File: config.mk
export PLATFORM = sky130hd
export DESIGN_NAME = gelato_inst_fetch_mo
export DESIGN_NICKNAME = d
export VERILOG_FILES = /design/src/rtl/gelato_fetch_pkg.sv /design/src/rtl/gelato_ifetch_slot_buf.sv /design/src/rtl/gelato_inst_fetch_mo.sv
export SDC_FILE = /design/constraint.sdc
export NUM_CORES = 1
export LEC_CHECK = 0
export BUFFER_PORTS_ARGS = -buffer_cell sky130_fd_sc_hd__buf_2
export CAP_MARGIN = 30
export CORE_MARGIN = 3
export CORE_UTILIZATION = 25
export DETAILED_ROUTE_END_ITERATION = 8
export GPL_ROUTABILITY_DRIVEN = 0
export GPL_TIMING_DRIVEN = 0
export PLACE_DENSITY = 0.4
export SETUP_SLACK_MARGIN = 0.5
export SYNTH_ARGS = -nofsm -noshare
export SYNTH_HDL_FRONTEND = slang
export SYNTH_HIERARCHICAL = 1
export SYNTH_SLANG_ARGS = --single-unit
File: constraint.sdc
create_clock -name clk -period 3.4 [get_ports clk]
set_input_delay 0.51 -clock clk [delete_from_list [all_inputs] [get_ports clk]]
set_output_delay 0.51 -clock clk [all_outputs]
set_load 0.02 [all_outputs]
File: src/rtl/gelato_fetch_pkg.sv
// Shared width defaults and per-slot status type for the GELATO instruction fetch unit.
package gelato_fetch_pkg;

  localparam int unsigned DEF_ADDR_WIDTH      = 32;
  localparam int unsigned DEF_INST_WIDTH      = 32;
  localparam int unsigned DEF_WARP_NUM_WIDTH  = 5;
  localparam int unsigned DEF_SPLIT_NUM_WIDTH = 3;
  localparam int unsigned DEF_MAX_OUTSTANDING = 4;

  // Lifecycle bits of one in-flight slot; payload widths are per-instance parameters.
  typedef struct packed {
    logic busy;
    logic done;
    logic squashed;
  } slot_flags_t;

endpackage

File: src/rtl/gelato_ifetch_slot_buf.sv
// Circular buffer of in-flight fetch slots: owns head/tail pointers, occupancy and slot storage.
module gelato_ifetch_slot_buf
  import gelato_fetch_pkg::*;
#(
  parameter int unsigned ADDR_WIDTH      = DEF_ADDR_WIDTH,
  parameter int unsigned INST_WIDTH      = DEF_INST_WIDTH,
  parameter int unsigned WARP_NUM_WIDTH  = DEF_WARP_NUM_WIDTH,
  parameter int unsigned SPLIT_NUM_WIDTH = DEF_SPLIT_NUM_WIDTH,
  parameter int unsigned MAX_OUTSTANDING = DEF_MAX_OUTSTANDING,
  parameter int unsigned TAG_WIDTH       = $clog2(MAX_OUTSTANDING)
) (
  input  logic                       clk,
  input  logic                       rst_n,
  input  logic                       alloc,
  input  logic [ADDR_WIDTH-1:0]      alloc_pc,
  input  logic [WARP_NUM_WIDTH-1:0]  alloc_warp,
  input  logic [SPLIT_NUM_WIDTH-1:0] alloc_split,
  input  logic                       rsp_wr,
  input  logic [TAG_WIDTH-1:0]       rsp_tag,
  input  logic [INST_WIDTH-1:0]      rsp_data,
  input  logic                       retire,
  input  logic                       squash_all,
  input  logic                       drop,
  input  logic [TAG_WIDTH-1:0]       drop_tag,
  output logic [TAG_WIDTH-1:0]       tail,
  output logic [TAG_WIDTH:0]         count,
  output slot_flags_t                head_flags_c,
  output logic [ADDR_WIDTH-1:0]      head_pc_c,
  output logic [WARP_NUM_WIDTH-1:0]  head_warp_c,
  output logic [SPLIT_NUM_WIDTH-1:0] head_split_c,
  output logic [INST_WIDTH-1:0]      head_inst_c
);

  localparam int unsigned CNT_W = TAG_WIDTH + 1;

  logic [TAG_WIDTH-1:0]       head;
  slot_flags_t                flags     [MAX_OUTSTANDING];
  logic [ADDR_WIDTH-1:0]      pc_mem    [MAX_OUTSTANDING];
  logic [WARP_NUM_WIDTH-1:0]  warp_mem  [MAX_OUTSTANDING];
  logic [SPLIT_NUM_WIDTH-1:0] split_mem [MAX_OUTSTANDING];
  logic [INST_WIDTH-1:0]      inst_mem  [MAX_OUTSTANDING];

  // Pointers wrap naturally since MAX_OUTSTANDING is a power of two.
  always_ff @(posedge clk or negedge rst_n) begin
    if (!rst_n) begin
      head  <= '0;
      tail  <= '0;
      count <= '0;
    end else begin
      if (retire) head <= head + TAG_WIDTH'(1);
      if (alloc)  tail <= tail + TAG_WIDTH'(1);
      case ({alloc, retire})
        2'b10:   count <= count + CNT_W'(1);
        2'b01:   count <= count - CNT_W'(1);
        default: count <= count;
      endcase
    end
  end

  // Later writes take priority: retire/alloc reinitialise a slot over response/squash updates.
  always_ff @(posedge clk or negedge rst_n) begin
    if (!rst_n) begin
      for (int unsigned i = 0; i < MAX_OUTSTANDING; i++) begin
        flags[i] <= '0;
      end
    end else begin
      for (int unsigned i = 0; i < MAX_OUTSTANDING; i++) begin
        if (rsp_wr && (rsp_tag == TAG_WIDTH'(i)) && flags[i].busy) flags[i].done <= 1'b1;
        if (squash_all && flags[i].busy) flags[i].squashed <= 1'b1;
        if (drop && (drop_tag == TAG_WIDTH'(i))) flags[i].done <= 1'b1;
        if (retire && (head == TAG_WIDTH'(i))) flags[i] <= '0;
        if (alloc && (tail == TAG_WIDTH'(i))) flags[i] <= '{busy: 1'b1, done: 1'b0, squashed: 1'b0};
      end
    end
  end

  always_ff @(posedge clk or negedge rst_n) begin
    if (!rst_n) begin
      for (int unsigned i = 0; i < MAX_OUTSTANDING; i++) begin
        pc_mem[i]    <= '0;
        warp_mem[i]  <= '0;
        split_mem[i] <= '0;
        inst_mem[i]  <= '0;
      end
    end else begin
      for (int unsigned i = 0; i < MAX_OUTSTANDING; i++) begin
        if (alloc && (tail == TAG_WIDTH'(i))) begin
          pc_mem[i]    <= alloc_pc;
          warp_mem[i]  <= alloc_warp;
          split_mem[i] <= alloc_split;
        end
        if (rsp_wr && (rsp_tag == TAG_WIDTH'(i)) && flags[i].busy) inst_mem[i] <= rsp_data;
      end
    end
  end

  assign head_flags_c = flags[head];
  assign head_pc_c    = pc_mem[head];
  assign head_warp_c  = warp_mem[head];
  assign head_split_c = split_mem[head];
  assign head_inst_c  = inst_mem[head];

endmodule

File: src/rtl/gelato_inst_fetch_mo.sv
// Instruction fetch unit: accepts warp PCs, issues tagged cache reads, delivers instructions in order.
module gelato_inst_fetch_mo
  import gelato_fetch_pkg::*;
#(
  parameter int unsigned ADDR_WIDTH      = DEF_ADDR_WIDTH,
  parameter int unsigned INST_WIDTH      = DEF_INST_WIDTH,
  parameter int unsigned WARP_NUM_WIDTH  = DEF_WARP_NUM_WIDTH,
  parameter int unsigned SPLIT_NUM_WIDTH = DEF_SPLIT_NUM_WIDTH,
  parameter int unsigned MAX_OUTSTANDING = DEF_MAX_OUTSTANDING,
  localparam int unsigned TAG_WIDTH      = $clog2(MAX_OUTSTANDING)
) (
  input  logic                       clk,
  input  logic                       rst_n,
  input  logic                       rdy,
  input  logic                       flush,
  input  logic                       pc_valid,
  output logic                       pc_ready,
  input  logic [ADDR_WIDTH-1:0]      pc_addr,
  input  logic [WARP_NUM_WIDTH-1:0]  pc_warp_num,
  input  logic [SPLIT_NUM_WIDTH-1:0] pc_split_num,
  output logic                       req_valid,
  input  logic                       req_ready,
  output logic [ADDR_WIDTH-1:0]      req_addr,
  output logic [TAG_WIDTH-1:0]       req_tag,
  input  logic                       rsp_valid,
  input  logic [TAG_WIDTH-1:0]       rsp_tag,
  input  logic [INST_WIDTH-1:0]      rsp_data,
  output logic                       out_valid,
  input  logic                       out_ready,
  output logic [ADDR_WIDTH-1:0]      out_pc,
  output logic [WARP_NUM_WIDTH-1:0]  out_warp_num,
  output logic [SPLIT_NUM_WIDTH-1:0] out_split_num,
  output logic [INST_WIDTH-1:0]      out_inst
);

  localparam int unsigned CNT_W = TAG_WIDTH + 1;

  logic [TAG_WIDTH-1:0] tail;
  logic [CNT_W-1:0]     count;
  slot_flags_t          head_flags;
  logic                 pc_fire;
  logic                 req_fire;
  logic                 rsp_wr;
  logic                 retire;
  logic                 squash_all;
  logic                 drop;

  // Handshakes; every state change is gated by the global enable.
  assign pc_ready   = rdy && !flush && (count < CNT_W'(MAX_OUTSTANDING)) && (!req_valid || req_ready);
  assign pc_fire    = pc_valid && pc_ready;
  assign req_fire   = rdy && req_valid && req_ready;
  assign rsp_wr     = rdy && rsp_valid;
  assign squash_all = rdy && flush;
  // An unaccepted request is withdrawn on flush; its slot will never see a response.
  assign drop       = rdy && flush && req_valid && !req_ready;
  assign out_valid  = head_flags.busy && head_flags.done && !head_flags.squashed;
  assign retire     = rdy && head_flags.busy && head_flags.done && (head_flags.squashed || out_ready);

  always_ff @(posedge clk or negedge rst_n) begin
    if (!rst_n) begin
      req_valid <= 1'b0;
      req_addr  <= '0;
      req_tag   <= '0;
    end else if (rdy) begin
      if (flush) begin
        req_valid <= 1'b0;
      end else if (pc_fire) begin
        req_valid <= 1'b1;
        req_addr  <= pc_addr;
        req_tag   <= tail;
      end else if (req_fire) begin
        req_valid <= 1'b0;
      end
    end
  end

  gelato_ifetch_slot_buf #(
    .ADDR_WIDTH      (ADDR_WIDTH),
    .INST_WIDTH      (INST_WIDTH),
    .WARP_NUM_WIDTH  (WARP_NUM_WIDTH),
    .SPLIT_NUM_WIDTH (SPLIT_NUM_WIDTH),
    .MAX_OUTSTANDING (MAX_OUTSTANDING),
    .TAG_WIDTH       (TAG_WIDTH)
  ) u_slot_buf (
    .clk          (clk),
    .rst_n        (rst_n),
    .alloc        (pc_fire),
    .alloc_pc     (pc_addr),
    .alloc_warp   (pc_warp_num),
    .alloc_split  (pc_split_num),
    .rsp_wr       (rsp_wr),
    .rsp_tag      (rsp_tag),
    .rsp_data     (rsp_data),
    .retire       (retire),
    .squash_all   (squash_all),
    .drop         (drop),
    .drop_tag     (req_tag),
    .tail         (tail),
    .count        (count),
    .head_flags_c (head_flags),
    .head_pc_c    (out_pc),
    .head_warp_c  (out_warp_num),
    .head_split_c (out_split_num),
    .head_inst_c  (out_inst)
  );

endmodule

==> results of run 1 <==
-- Yosys cell counts, types with 2 or more instances --
cell type,instances
a21oi_1,7
a31oi_1,3
and2_1,3
buf_1,3
buf_12,3
buf_2,30
buf_4,4
buf_6,11
dfrtp_1,342
ha_1,9
inv_1,10
mux2_1,5
mux2_2,288
mux2_4,29
mux4_2,75
nand2_1,27
nand4b_2,2
nor2_1,6
nor4bb_1,3
o21ai_0,4
xor2_1,4
-- area by class of cell --
| type | instances | area, sq um | share of cell area (%) |
|---|---|---|---|
| multi-input combinational | 473 | 5930 | 32.0 |
| tap | 765 | 957 | 5.17 |
| inverter | 11 | 43.8 | 0.237 |
| clock buffer | 63 | 1310 | 7.09 |
| clock inverter | 15 | 226 | 1.22 |
| buffer | 52 | 434 | 2.34 |
| sequential | 342 | 8560 | 46.2 |
| timing repair buffer | 194 | 1050 | 5.69 |
-- worst max-delay path: stages (launching register included) --
cell	delay, ns
dfrtp_1	0.38
buf_4	0.18
buf_4	0.28
mux4_2	0.55
nand2_1	0.08
nor2_1	0.04
buf_2	0.17
-- flip-flops by register name, summed over array words and instances, names as in the netlist --
signal,cells
u_slot_buf/head,2
u_slot_buf/tail,2
u_slot_buf/count,3
u_slot_buf/split_mem,12
req_valid,1
req_tag,2
u_slot_buf/warp_mem,20
req_addr,32
u_slot_buf/flags,12
u_slot_buf/pc_mem,128
u_slot_buf/inst_mem,128
-- report_power, final --
group / total [mW] / switching (mW) / internal [mW]
sequential: 6.93 / 0.940 / 5.99
combinational: 7.27 / 3.55 / 3.73
clock: 4.89 / 1.83 / 3.06
total: 19.1 / 6.31 / 12.8
-- placed cells by master (no fill, tap or decap), types with 2 or more instances in the layout --
| cell | Yosys | layout |
|---|---|---|
| buf_8 | 0 | 4 |
| dfrtp_1 | 342 | 342 |
| mux2_2 | 288 | 288 |
| mux2_1 | 5 | 5 |
| mux4_2 | 75 | 75 |
| clkinv_4 | 0 | 3 |
| buf_12 | 3 | 4 |
| mux2_4 | 29 | 29 |
| o21ai_0 | 4 | 4 |
| ha_1 | 9 | 9 |
| clkbuf_16 | 0 | 44 |
| nor2_1 | 6 | 6 |
| clkbuf_1 | 1 | 6 |
| a31oi_1 | 3 | 3 |
| and2_1 | 3 | 3 |
| buf_16 | 0 | 3 |
| buf_4 | 4 | 7 |
| nor4bb_1 | 3 | 3 |
| clkinv_2 | 0 | 5 |
| nand4b_2 | 2 | 2 |
| a21oi_1 | 7 | 7 |
| inv_1 | 10 | 10 |
| clkdlybuf4s15_2 | 0 | 2 |
| clkbuf_8 | 0 | 14 |
| xor2_1 | 4 | 4 |
| buf_6 | 11 | 8 |
| nand2_1 | 27 | 27 |
| bufinv_16 | 0 | 5 |
| clkbuf_4 | 0 | 2 |
| buf_2 | 30 | 214 |
-- cells by family after synthesis --
family	after synthesis	share of synthesized area [%]
flip-flops	342	57.4
multiplexers	397	36.4
XOR/XNOR	5	0.294
adder cells (fa/ha/maj)	10	0.890
buffers and inverters	63	2.84
AND/OR/NAND/NOR	45	1.57
AO/OA/AOI/OAI	16	0.638
-- path summary, 6_finish.rpt --
path                       slack (ns)                            start                                    to
setup / recovery                 0.64   u_slot_buf/head[0]$_DFFE_PN0P_                             out_valid
min in group asynchronous        0.45                            rst_n  u_slot_buf/inst_mem[112]$_DFFE_PN0P_
hold reg to reg                  0.48  u_slot_buf/count[0]$_DFFE_PN0P_       u_slot_buf/count[0]$_DFFE_PN0P_
hold / removal                   0.23                   pc_warp_num[3]   u_slot_buf/warp_mem[13]$_DFFE_PN0P_
max in group asynchronous        1.68                            rst_n     u_slot_buf/pc_mem[72]$_DFFE_PN0P_
setup reg to reg                 0.68   u_slot_buf/head[1]$_DFFE_PN0P_       u_slot_buf/count[2]$_DFFE_PN0P_
-- per-layer routing --
layer	vias up	share of wire [%]	GRT usage, %
li1	3741	-	-
met1	4450	46	17.0
met2	165	47	20.1
met3	54	5.1	3.42
met4	4	2.0	3.05
met5	-	0.070	0
-- what timing repair did --
action	4_1_cts	5_1_grt
resized for setup	15	5
setup endpoints to repair	67	11
hold buffers	1	0
buffers inserted	0	0
hold endpoints to repair	35	0
-- stage by stage --
step           cell area [sq um]  total power, mW
2_1_floorplan              14900             12.0
5_1_grt                    18500             20.4
3_3_place_gp               16800             14.3
6_report                   18500             19.1
4_1_cts                    18500             19.6
3_5_place_dp               16900             14.4
==> metrics.log, run 1 <==
[metrics] count of boundary I/O pins: 191
[metrics] Hold Crit Class: in -> reg
[metrics] number of cell instances on the worst register-to-register path: 9
[metrics] via count of the first global-routing pass: 9,476
[metrics] static power due to leakage: 8.47 nW
[metrics] worst slack on hold paths: 0.230 ns
[metrics] Die Ht: 250 um
[metrics] number of antenna violations at the first check in global routing: 2
[metrics] Crit path required time: 2.89 ns
[metrics] Initial Utilization: 25.6%
[metrics] Core Box Area: 58,400 sq um
[metrics] gate count after technology mapping: 878
[metrics] fraction of synthesis flops using an asynchronous set or reset pin: 100%
[metrics] dominant register cell in the synthesized netlist: dfrtp_1
[metrics] Post-Place Worst Slack: 0.364 ns
[metrics] max cap viols: 0
[metrics] area of the mapped netlist: 14,900 sq um
[metrics] clock-pin slew on the worst setup and hold paths: 0.06 ns
[metrics] maximum frequency from static timing analysis: 0.363 GHz
[metrics] library cells used by synthesis: 31
[metrics] placed cell count: 1,836
[metrics] flop and latch count out of synthesis: 342
[metrics] count of flip-flops with a built-in enable after synthesis: 0
[metrics] Via density: 4.39
[metrics] final worst path period need: 2.76 ns
[metrics] Chip Width: 250 um
[metrics] Skew-Pair Late Insertion Delay: 0.55 ns
[metrics] Post-Layout Cell Count: 1,915
[metrics] routed wirelength normalized by instance count: 20.3 um
[metrics] TritonCTS clock tree: yes
[metrics] crit path max fanout: 10
[metrics] fill cell count: 5,829
[metrics] drt first-iter violations: 330
[metrics] worst setup slack after layout: 0.642 ns
[metrics] fraction of the cycle the final worst path needs: 81.1%
[metrics] largest net degree at the start of global routing: 114
[metrics] final core utilization: 31.7%
[metrics] detailed-route wire length: 38,800 um
[metrics] Remaining DRCs: 0
[metrics] root cell of the clock tree: clkbuf_16
[metrics] H-Tree Depth: 2
[metrics] setup TNS after final layout: 0 ns
[metrics] count of endpoints failing setup in the final report: 0
[metrics] sort of element at the start of the critical path: register
[metrics] die footprint: 62,600 sq um
[metrics] category of the worst setup path capture point: output pin
[metrics] count of vias placed by the detailed router: 8,414
[metrics] hpwl dp: 25,800 um
[metrics] first-pass GRT wire length: 60,500 um
[metrics] worst clock skew: 0.0137 ns
[metrics] power per unit of standard cell area: 1030 nW/um^2
[metrics] max-slew headroom at the worst pin: 58.3%
[metrics] path type of the worst setup path: reg -> out
[metrics] total count of max-transition violations in the final report: 0
[metrics] unrepaired setup endpoints after global routing: true
[metrics] status: finished clean
[metrics] Post-DRT Antenna Nets: 0
[metrics] Seq/Total Area, Yosys: 57.4%
[metrics] Post-layout nets: 1,209
[metrics] antenna fix cells: 0
[metrics] gr usage total: 12.6%
[metrics] row count: 88
[metrics] TritonCTS buffer count: 43
[metrics] share of post-route cells with drive strength above 1: 62.0%
[metrics] Critical Path AT: 2.25 ns
[metrics] number of cells on the worst hold path: 2
[metrics] buffer depth of the longest clock path: 3
[metrics] dominant cell type by area after synthesis: dfrtp_1
[metrics] syn nets: 970
[metrics] Layout area overhead: 24.2%
[metrics] hold violation total from the final report: 0
[metrics] PortBufs: 190
[metrics] synth warn: 6
[metrics] mean cell area of the mapped netlist: 17.0 sq um
[metrics] pin slew with the least headroom to its limit: 0.626 ns
[metrics] DRT Pass-1 Iters: 4
[metrics] residual overflow from global routing: 0
[metrics] area share of the largest cell type after synthesis: 57.4%
[metrics] Max rail drop VDD: 442 uV
[metrics] most area-consuming cells after synthesis: dfrtp_1 57%, mux2_2 22%, mux4_2 11%, mux2_4 2.9%, buf_2 1.0%
[metrics] clk sink count: 342
Power figures use the tool's default switching activity.
==> inputs of run 2 (changes only) <==
- ABC_AREA: default -> 1
- PLACE_DENSITY: 0.4 -> 0.41
- clock period: 3.4 -> 2.31 ns (I/O delays scaled with it)
==> run 2 against run 1 <==
Effect of this change:
- the run now ends with negative setup slack left
- register-to-register slack worse by 0.80 ns
- core utilization up 4.5 points
- first-iteration DRC count rose to 2.8 times the previous value
- synthesized area up 1.8%
- die area up 1.8%
- critical path depth up 3
- sequential power up 52%
- hold slack worse by 0.17 ns
- clock skew up 0.0040 ns
- clock power up 38%
==> metrics.log, run 2 <==
[metrics] status: complete, but fails checks
[metrics] failing checks: negative setup slack
[metrics] Seq/Total Area, Yosys: 56.4%
[metrics] buffer depth of the longest clock path: 3
[metrics] area share of the largest cell type after synthesis: 56.4%
[metrics] share of post-route cells with drive strength above 1: 30.0%
[metrics] syn nets: 1,885
[metrics] Post-DRT Antenna Nets: 0
[metrics] area of the mapped netlist: 15,200 sq um
[metrics] count of vias placed by the detailed router: 13,613
[metrics] sort of element at the start of the critical path: register
[metrics] worst setup slack after layout: -0.165 ns
[metrics] Critical Path AT: 2.13 ns
[metrics] most area-consuming cells after synthesis: dfrtp_1 56%, o21ai_0 14%, nand2_1 10%, nor2_1 4.0%, inv_1 3.6%
[metrics] dominant register cell in the synthesized netlist: dfrtp_1
[metrics] Chip Width: 252 um
[metrics] hold violation total from the final report: 0
[metrics] series of cell instances along the critical path: inv_4, buf_12, clkbuf_16, buf_12, buf_12, buf_6, o21ai_2, o21ai_1, buf_4
[metrics] total count of max-transition violations in the final report: 0
[metrics] first-pass GRT wire length: 86,800 um
[metrics] fraction of synthesis flops using an asynchronous set or reset pin: 100%
[metrics] power per unit of standard cell area: 1630 nW/um^2
[metrics] maximum frequency from static timing analysis: 0.404 GHz
[metrics] Initial Utilization: 25.5%
[metrics] Hold Crit Class: in -> reg
[metrics] mean cell area of the mapped netlist: 8.47 sq um
[metrics] number of antenna violations at the first check in global routing: 0
[metrics] Post-Place Worst Slack: -0.549 ns
[metrics] row count: 89
[metrics] Skew-Pair Late Insertion Delay: 0.57 ns
[metrics] Core Box Area: 59,600 sq um
[metrics] via count of the first global-routing pass: 13,818
[metrics] worst clock skew: 0.0176 ns
[metrics] Die Ht: 252 um
[metrics] most common library cell in the layout ignoring fill and taps: nand2_1
[metrics] detailed-route wire length: 57,800 um
[metrics] final std cell area, no fill: 21,600 sq um
[metrics] die footprint: 63,700 sq um
[metrics] fill cell count: 6,147
[metrics] leading registers by flop count: u_slot_buf/inst_mem (128), u_slot_buf/pc_mem (128), req_addr (32)
[metrics] Via density: 4.68
[metrics] setup TNS after final layout: -3.49 ns
[metrics] PortBufs: 189
[metrics] hpwl dp: 38,100 um
[metrics] clk sink count: 342
[metrics] static power due to leakage: 10.3 nW
[metrics] flop and latch count out of synthesis: 342
[metrics] H-Tree Depth: 2
[metrics] routed wirelength normalized by instance count: 19.9 um
[metrics] largest net degree at the start of global routing: 112
[metrics] max-slew headroom at the worst pin: 55.0%
[metrics] most frequent cells after synthesis: 435 x o21ai_0, 421 x nand2_1, 342 x dfrtp_1, 163 x nor2_1, 144 x inv_1
[metrics] library cells used by synthesis: 27
[metrics] Layout area overhead: 42.0%
[metrics] placed cell count: 2,758
[metrics] unrepaired setup endpoints after global routing: true
[metrics] Post-layout nets: 2,191
[metrics] worst slack on hold paths: 0.0563 ns
[metrics] fraction of the cycle the final worst path needs: 107%
[metrics] cell seen most often among critical-path stages: buf_12
[metrics] Placement Cell Area: 17,300 sq um
[metrics] path type of the worst setup path: reg -> out
[metrics] root cell of the clock tree: clkbuf_16
[metrics] gate count after technology mapping: 1,793
[metrics] final core utilization: 36.2%
[metrics] pin slew with the least headroom to its limit: 0.675 ns
[metrics] crit path max fanout: 7
[metrics] Crit path required time: 1.96 ns
[metrics] final worst path period need: 2.47 ns
[metrics] DRT Pass-1 Iters: 7
[metrics] count of endpoints failing setup in the final report: 60
[metrics] highest cell delay on the worst timing path: 0.48 ns
[metrics] drt first-iter violations: 923
[metrics] total chip power: 35.1 mW
[metrics] residual overflow from global routing: 0
[metrics] Worst path slowest cell: dfrtp_2
[metrics] Max rail drop VDD: 724 uV
[metrics] category of the worst setup path capture point: output pin
[metrics] max cap viols: 0
[metrics] count of flip-flops with a built-in enable after synthesis: 0
[metrics] TritonCTS buffer count: 41
[metrics] count of boundary I/O pins: 191
[metrics] gr usage total: 17.8%
[metrics] TritonCTS clock tree: yes
[metrics] synth warn: 6
[metrics] Remaining DRCs: 0
[metrics] clock-pin slew on the worst setup and hold paths: 0.06 ns
[metrics] library cell with the highest instance count after synthesis: o21ai_0
[metrics] commonest cells after routing, fill and taps aside: 413 x nand2_1, 340 x dfrtp_1, 296 x o21ai_0
[metrics] Post-Layout Cell Count: 2,906
[metrics] dominant cell type by area after synthesis: dfrtp_1
[run 2: worst max-delay path: cells and delay by family, from the launching register on]
kind            cells  cell delay [ns]
compound gates      2             0.15
buf+inv             7             0.91
flops               1             0.48
[run 2: area by class of cell]
type	count	area, sq um	share of cell area, %
repair buffers	262	2320	10.8
diodes	1	2.50	0.0116
inverters	147	569	2.64
well taps	773	967	4.49
flip-flops and latches	342	8560	39.7
repair inverters	1	8.76	0.0406
multi-input cells	1180	6470	30.0
clock inverters	10	148	0.685
clock buffers	66	1260	5.84
plain buffers	124	1250	5.80
[run 2: logic make-up after synthesis]
group                      after synthesis  synth area share (%)
and+or+nand+nor                        639                  16.8
buffers and inverters                  271                  7.81
DFF                                    342                  56.4
xor gates and xnor gates                 3                 0.173
AOI/OAI and AO/OA                      528                  18.0
adders and majority gates               10                 0.874
[run 2: worst paths after layout]
check,end,cells past startpoint,slack (ns),start
setup / recovery,out_pc[3],9,-0.16,u_slot_buf/head[0]$_DFFE_PN0P_
hold / removal,req_addr[10]$_DFFE_PN0P_,3,0.06,pc_addr[10]
setup reg to reg,u_slot_buf/count[2]$_DFFE_PN0P_,15,-0.12,u_slot_buf/head[0]$_DFFE_PN0P_
hold reg to reg,req_addr[26]$_DFFE_PN0P_,2,0.47,req_addr[26]$_DFFE_PN0P_
max in group asynchronous,u_slot_buf/pc_mem[74]$_DFFE_PN0P_,4,0.78,rst_n
min in group asynchronous,u_slot_buf/inst_mem[82]$_DFFE_PN0P_,2,0.31,rst_n
[run 2: timing repair]
action                                  CTS  global route
resized for setup                       409           318
endpoints found under the setup margin  251           290
pin swaps                                51            97
buffers inserted                         30            23
hold endpoints to repair                 77             0
hold buffers                              1             0
gates cloned                              9             8
[run 2: power by group]
part           total, mW  internal [mW]  switching, mW  leakage (nW)
logic               17.8           7.95           9.83          5.29
clock network       6.77           4.08           2.68         0.696
registers           10.5           8.72           1.81          4.34
total               35.1           20.8           14.3          10.3
[run 2: layer usage]
metal / up-vias / part of all wire, % / GRT usage, % / routed length [um]
met5: - / 0 / 0 / 0
li1: 6471 / - / - / -
met4: 0 / 1.7 / 3.77 / 954
met3: 63 / 5.0 / 2.88 / 2870
met1: 6767 / 46 / 24.5 / 26400
met2: 312 / 48 / 29.6 / 27600
